[src/rtl/led_rate_gen_pkg.sv]
// ============================================================================
// led_rate_gen_pkg : shared modes and config FSM encoding for led_rate_gen
// Rev 1.0
// ============================================================================
`default_nettype none

package led_rate_gen_pkg;

  localparam logic [1:0] MODE_OFF     = 2'd0;
  localparam logic [1:0] MODE_BLINK   = 2'd1;
  localparam logic [1:0] MODE_DIM     = 2'd2;
  localparam logic [1:0] MODE_BREATHE = 2'd3;

  typedef enum logic [0:0] {
    ST_READY = 1'b0,
    ST_HOLD  = 1'b1
  } cfg_state_e;

endpackage

`default_nettype wire

[src/rtl/led_rate_chan.sv]
// ============================================================================
// led_rate_chan : one LED channel (step/mode/phase accumulator + output mux)
// Optional BREATHE triangle output under LED_RATE_GEN_BREATHE_EN. Rev 1.0
// ============================================================================
`default_nettype none

module led_rate_chan
  import led_rate_gen_pkg::*;
#(
  parameter int ACC_W  = 32,
  parameter int STEP_W = 8,
  parameter int PWM_W  = 8
) (
  input  logic              clk,
  input  logic              rst,
  input  logic              run,
  input  logic              load,
  input  logic [STEP_W-1:0] load_step,
  input  logic [1:0]        load_mode,
  input  logic [PWM_W-1:0]  pwm_cnt,
  output logic              led
);

  logic [ACC_W-1:0]  acc_q, acc_d;
  logic [STEP_W-1:0] step_q, step_d;
  logic [1:0]        mode_q, mode_d;
  logic              led_q, led_d;
  logic [PWM_W-1:0]  dim_duty;
  logic              breathe_led;

  assign dim_duty = step_q[STEP_W-1 -: PWM_W];

`ifdef LED_RATE_GEN_BREATHE_EN
  logic [PWM_W:0]   tri_t;
  logic [PWM_W-1:0] tri_duty;

  // MSB-aligned phase slice; short accumulators are padded with zeros below.
  if (ACC_W >= PWM_W + 1) begin : g_tri_wide
    assign tri_t = acc_q[ACC_W-1 -: PWM_W+1];
  end else begin : g_tri_narrow
    assign tri_t = {acc_q, {(PWM_W+1-ACC_W){1'b0}}};
  end

  assign tri_duty    = tri_t[PWM_W] ? ~tri_t[PWM_W-1:0] : tri_t[PWM_W-1:0];
  assign breathe_led = (pwm_cnt < tri_duty);
`else
  assign breathe_led = acc_q[ACC_W-1];
`endif

  always_comb begin
    acc_d  = acc_q;
    step_d = step_q;
    mode_d = mode_q;
    led_d  = led_q;
    if (run) begin
      acc_d = acc_q + ACC_W'(step_q);
      case (mode_q)
        MODE_OFF:   led_d = 1'b0;
        MODE_BLINK: led_d = acc_q[ACC_W-1];
        MODE_DIM:   led_d = (pwm_cnt < dim_duty);
        default:    led_d = breathe_led;
      endcase
    end
    // A config load restarts the phase and wins over the run increment.
    if (load) begin
      acc_d  = '0;
      step_d = load_step;
      mode_d = load_mode;
    end
  end

  always_ff @(posedge clk or posedge rst) begin
    if (rst) begin
      acc_q  <= '0;
      step_q <= '0;
      mode_q <= MODE_OFF;
      led_q  <= 1'b0;
    end else begin
      acc_q  <= acc_d;
      step_q <= step_d;
      mode_q <= mode_d;
      led_q  <= led_d;
    end
  end

  assign led = led_q;

endmodule

`default_nettype wire

[src/rtl/led_rate_gen.sv]
// ============================================================================
// led_rate_gen : multi-channel LED pattern generator with valid/ready config
// Build option LED_RATE_GEN_BREATHE_EN enables mode 3 (BREATHE). Rev 1.0
// ============================================================================
`default_nettype none

module led_rate_gen
  import led_rate_gen_pkg::*;
#(
  parameter int CH     = 8,
  parameter int ACC_W  = 32,
  parameter int STEP_W = 8,
  parameter int PWM_W  = 8
) (
  input  logic                  clk,
  input  logic                  rst,
  input  logic                  run,
  input  logic                  cfg_valid,
  output logic                  cfg_ready,
  input  logic [$clog2(CH)-1:0] cfg_ch,
  input  logic [STEP_W-1:0]     cfg_step,
  input  logic [1:0]            cfg_mode,
  output logic [CH-1:0]         led
);

  localparam int CH_W = $clog2(CH);

  cfg_state_e       state_q, state_d;
  logic [PWM_W-1:0] pwm_cnt_q, pwm_cnt_d;
  logic             accept;

  assign cfg_ready = (state_q == ST_READY);
  assign accept    = cfg_valid && cfg_ready;

  always_comb begin
    state_d   = state_q;
    pwm_cnt_d = pwm_cnt_q;
    case (state_q)
      ST_READY: if (accept) state_d = ST_HOLD;
      ST_HOLD:  state_d = ST_READY;
      default:  state_d = ST_READY;
    endcase
    if (run) pwm_cnt_d = pwm_cnt_q + PWM_W'(1);
  end

  always_ff @(posedge clk or posedge rst) begin
    if (rst) begin
      state_q   <= ST_READY;
      pwm_cnt_q <= '0;
    end else begin
      state_q   <= state_d;
      pwm_cnt_q <= pwm_cnt_d;
    end
  end

  // Channel indices at or above CH decode to no strobe: handshake only.
  for (genvar i = 0; i < CH; i++) begin : g_chan
    led_rate_chan #(
      .ACC_W  (ACC_W),
      .STEP_W (STEP_W),
      .PWM_W  (PWM_W)
    ) u_chan (
      .clk       (clk),
      .rst       (rst),
      .run       (run),
      .load      (accept && (cfg_ch == CH_W'(i))),
      .load_step (cfg_step),
      .load_mode (cfg_mode),
      .pwm_cnt   (pwm_cnt_q),
      .led       (led[i])
    );
  end

endmodule

`default_nettype wire
[config.mk]
export PLATFORM = sky130hd
export DESIGN_NAME = led_rate_gen
export DESIGN_NICKNAME = d
export VERILOG_FILES = /design/src/rtl/led_rate_gen_pkg.sv /design/src/rtl/led_rate_chan.sv /design/src/rtl/led_rate_gen.sv
export SDC_FILE = /design/constraint.sdc
export NUM_CORES = 1
export LEC_CHECK = 0
export BUFFER_PORTS_ARGS = -buffer_cell sky130_fd_sc_hd__buf_4
export CORE_MARGIN = 1
export CORE_UTILIZATION = 65
export CTS_BUF_LIST = sky130_fd_sc_hd__clkbuf_16
export DETAILED_ROUTE_END_ITERATION = 16
export GPL_TIMING_DRIVEN = 0
export PLACE_DENSITY_LB_ADDON = 0.3
export SLEW_MARGIN = 20
export SYNTH_ARGS = -nofsm -noshare
export SYNTH_HDL_FRONTEND = slang
export SYNTH_SLANG_ARGS = --single-unit
[constraint.sdc]
create_clock -name clk -period 19.4 [get_ports clk]
set_clock_uncertainty 0.2 [all_clocks]
set_input_delay 1.94 -clock clk [delete_from_list [all_inputs] [get_ports clk]]
set_output_delay 1.94 -clock clk [all_outputs]
set_load 0.03 [all_outputs]
==> flow_summary_export.csv <==
group,metric,value,unit
outcome,status,"completed",
detailed_routing,wl,49700,um
worst_setup_path,worstPathRequired,19.66,ns
worst_setup_path,path_buf_inv,5,
global_route,overflow,0,
cells_and_area,nets,2332,
clock_network,cts_tree,"built",
synthesis,ys_async_sr_fraction,100,%
cells_and_area,drive_above_1_share,6.05,%
clock_network,cts_htree_levels,2,
min_path,min_path_type,"flip-flop to flip-flop",
global_route,grt_antenna_before_repair,0,
place,gp_congestion,0.895,
clock_network,cts_hold_buf,0,
worst_setup_path,cp_top_family,"buffers and inverters",
detailed_routing,vias,16448,
clock_network,post_cts_buffers,0,
synthesis,syn_avg_cell_area,9.44,um^2
min_path,hold_start,"state_q",
global_route,grt_max_degree,110,
global_route,grt_pass1_wl,81700,um
pwr,powerDensity,132,nW/um^2
synthesis,synth_top_cell_area_share,44.1,%
synthesis,synth_nets,2269,
worst_setup_path,max_stage_delay,0.83,ns
worst_setup_path,path_class,"input port to flip-flop",
timing,max_slew_margin,27.1,%
detailed_routing,route.detailed.drc,0,
timing,hold_viol,0,
floorplan,core_region_area,30000,um^2
worst_setup_path,cp.arrival,5.29,ns
worst_setup_path,r2r_cells,8,
synthesis,yosysWarnings,0,
clock_network,cts_buffers,40,
detailed_routing,routedWlPerCell,19.1,um
min_path,min_path_cells,1,
floorplan,die_w,178,um
place,io_buffers,18,
worst_setup_path,cp_max_fo,10,
timing,period_needed,5.03,ns
global_route,gr-usage-all-layers,32.6,%
cells_and_area,area_delta_synth_final,9.56,%
timing,max_freq,199,MHz
cells_and_area,fillers,2156,
global_route,first_global_vias,16484,
clock_network,worstSkewPairLatency,0.54,ns
timing,setup_viol,0,
synthesis,synth_edf_count,0,
floorplan,initial_core_util,66.9,%
cells_and_area,postLayoutCellArea,21900,um^2
worst_setup_path,reg2reg_to,"g_chan[1].u_chan.acc_q[19]",
synthesis,yosysSeqAreaShare,44.1,%
synthesis,synthFlopType,"dfrtp_1",
clock_network,clockBufferDepth,3,
synthesis,syn_inst,2123,
worst_setup_path,r2r_start,"g_chan[1].u_chan.dim_duty[1]",
detailed_routing,routed_via_density,6.32,
worst_setup_path,path_cells,"buf_4 > buf_2 > clkbuf_1 > buf_1 > clkbuf_1 > o21ai_0 > nor2_1 > a21oi_1 > nor2_1",
place,dp_hpwl,32800,um
cells_and_area,multi_input_area,10500,um^2
job,cap_violations,0,
timing,fin_setup_tns,0,ns
clock_network,clk_pin_slew,0.05,ns
worst_setup_path,cp-start-kind,"input port",
clock_network,post_cts_resized,0,
clock_network,clock-root-buffer,"clkbuf_16",
synthesis,synth_area_leaders,"dfrtp_1 (44%), ha_1 (7.6%), xnor2_1 (4.9%), nor2_1 (4.8%), nand2_1 (3.5%)",
synthesis,synth_most_common_cell,"dfrtp_1",
synthesis,synth_top_cell_by_area,"dfrtp_1",
floorplan,rows,63,
cells_and_area,diodes,0,
synthesis,synth_common_cells,"dfrtp_1 (353), nor2_1 (255), nand2_1 (186), o21ai_0 (128), ha_1 (121)",
floorplan,die-area,31500,um^2
detailed_routing,drtIter0Drc,1485,
cells_and_area,regArea,8830,um^2
synthesis,netlist_area,20000,um^2
timing,rsz0062_at_grt,"false",
worst_setup_path,slowest_stage,"buf_1",
timing,drv_slew,0,
detailed_routing,ant_nets,0,
worst_setup_path,r2r_slack,16.32,ns
detailed_routing,first_pass_iters,5,
timing,period_share,25.9,%
pwr,p_leak,10.1,nW
synthesis,synth_cell_types,68,
synthesis,ys_seq_elements,353,
place,placedInstanceArea,20700,um^2
timing,worstMarginPinSlew,1.09,ns
floorplan,fp.dieH,178,um
pwr,ir_drop,87.6,uV
min_path,holdPathEnd,"state_q",
clock_network,clock-sinks,353,
worst_setup_path,end_kind,"flip-flop",
floorplan,io_pins,26,
[worst register-to-register path, stage by stage (launching register included)]
cell,delay (ns)
dfrtp_1,0.44
ha_1,0.33
a211oi_1,0.42
nor4_1,0.13
a211oi_1,0.61
clkbuf_1,0.44
nor3_1,0.15
xnor2_1,0.17
nor2_1,0.06
[routing by layer]
layer,track usage [%],part of all wire (%)
met5,0,0
met4,12.9,3.6
met3,5.48,7.4
met2,53.5,47
met1,43.1,42
[power by group]
part,switching [mW],internal [mW]
clock,0.303,0.407
sequential,0.155,0.896
combinational,0.670,0.477
[registers in the layout, indices dropped and copies added (netlist names)]
register and count:
g_chan.u_chan.acc_q 256, g_chan.u_chan.mode_q 16, g_chan.u_chan.dim_duty 64, state_q 1, pwm_cnt_q 8, g_chan.u_chan.led 8
[area by class of cell]
class,instances,share of cell area (%)
Sequential cell,353,40.2
Timing Repair Buffer,21,0.992
Inverter,84,1.47
Multi-Input combinational cell,1588,47.7
Tap cell,390,2.22
Buffer,98,1.93
Clock inverter,29,0.804
Clock buffer,41,4.67
[per-stage QoR]
stage	power [mW]	utilization, %	std cells	setup slack, ns	hold WS (ns)
5_1_grt	3.10	73.3	2604	14.29	0.309
3_3_place_gp	2.10	69.0	2531	3.78	0.252
6_report	2.91	73.3	2604	14.37	0.280
4_1_cts	2.90	73.3	2604	14.52	0.274
2_1_floorplan	1.89	-	2123	7.47	0.236
3_5_place_dp	2.17	69.3	2534	14.00	0.264
[kinds of logic after synthesis]
group | synth area share [%]
compound gates | 12.1
simple gates | 20.4
fa+ha+maj | 8.36
buf+inv | 3.69
mux | 3.19
xor+xnor | 8.18
flops | 44.1
[layout by cell type, fill, tap and decap left out, types with 59 or more instances in the layout]
master / n
dfrtp_1: 353
nor2_1: 255
nand2_1: 186
o21ai_0: 128
ha_1: 121
xnor2_1: 111
inv_1: 93
a21oi_1: 90
xor2_1: 76
nand4_1: 66
clkbuf_1: 59
nand3_1: 59
[worst max path at each step]
stage,cells past startpoint,startpoint,endpoint
4_1_cts,9,run,g_chan[5].u_chan.acc_q[3]
6_report,9,run,g_chan[5].u_chan.acc_q[3]
3_5_place_dp,9,run,g_chan[4].u_chan.acc_q[3]
5_1_grt,9,run,g_chan[1].u_chan.acc_q[3]
2_1_floorplan,1,rst,g_chan[0].u_chan.acc_q[0]
3_3_place_gp,2,rst,g_chan[2].u_chan.acc_q[21]
No activity file was read; power rests on OpenSTA's default activity.
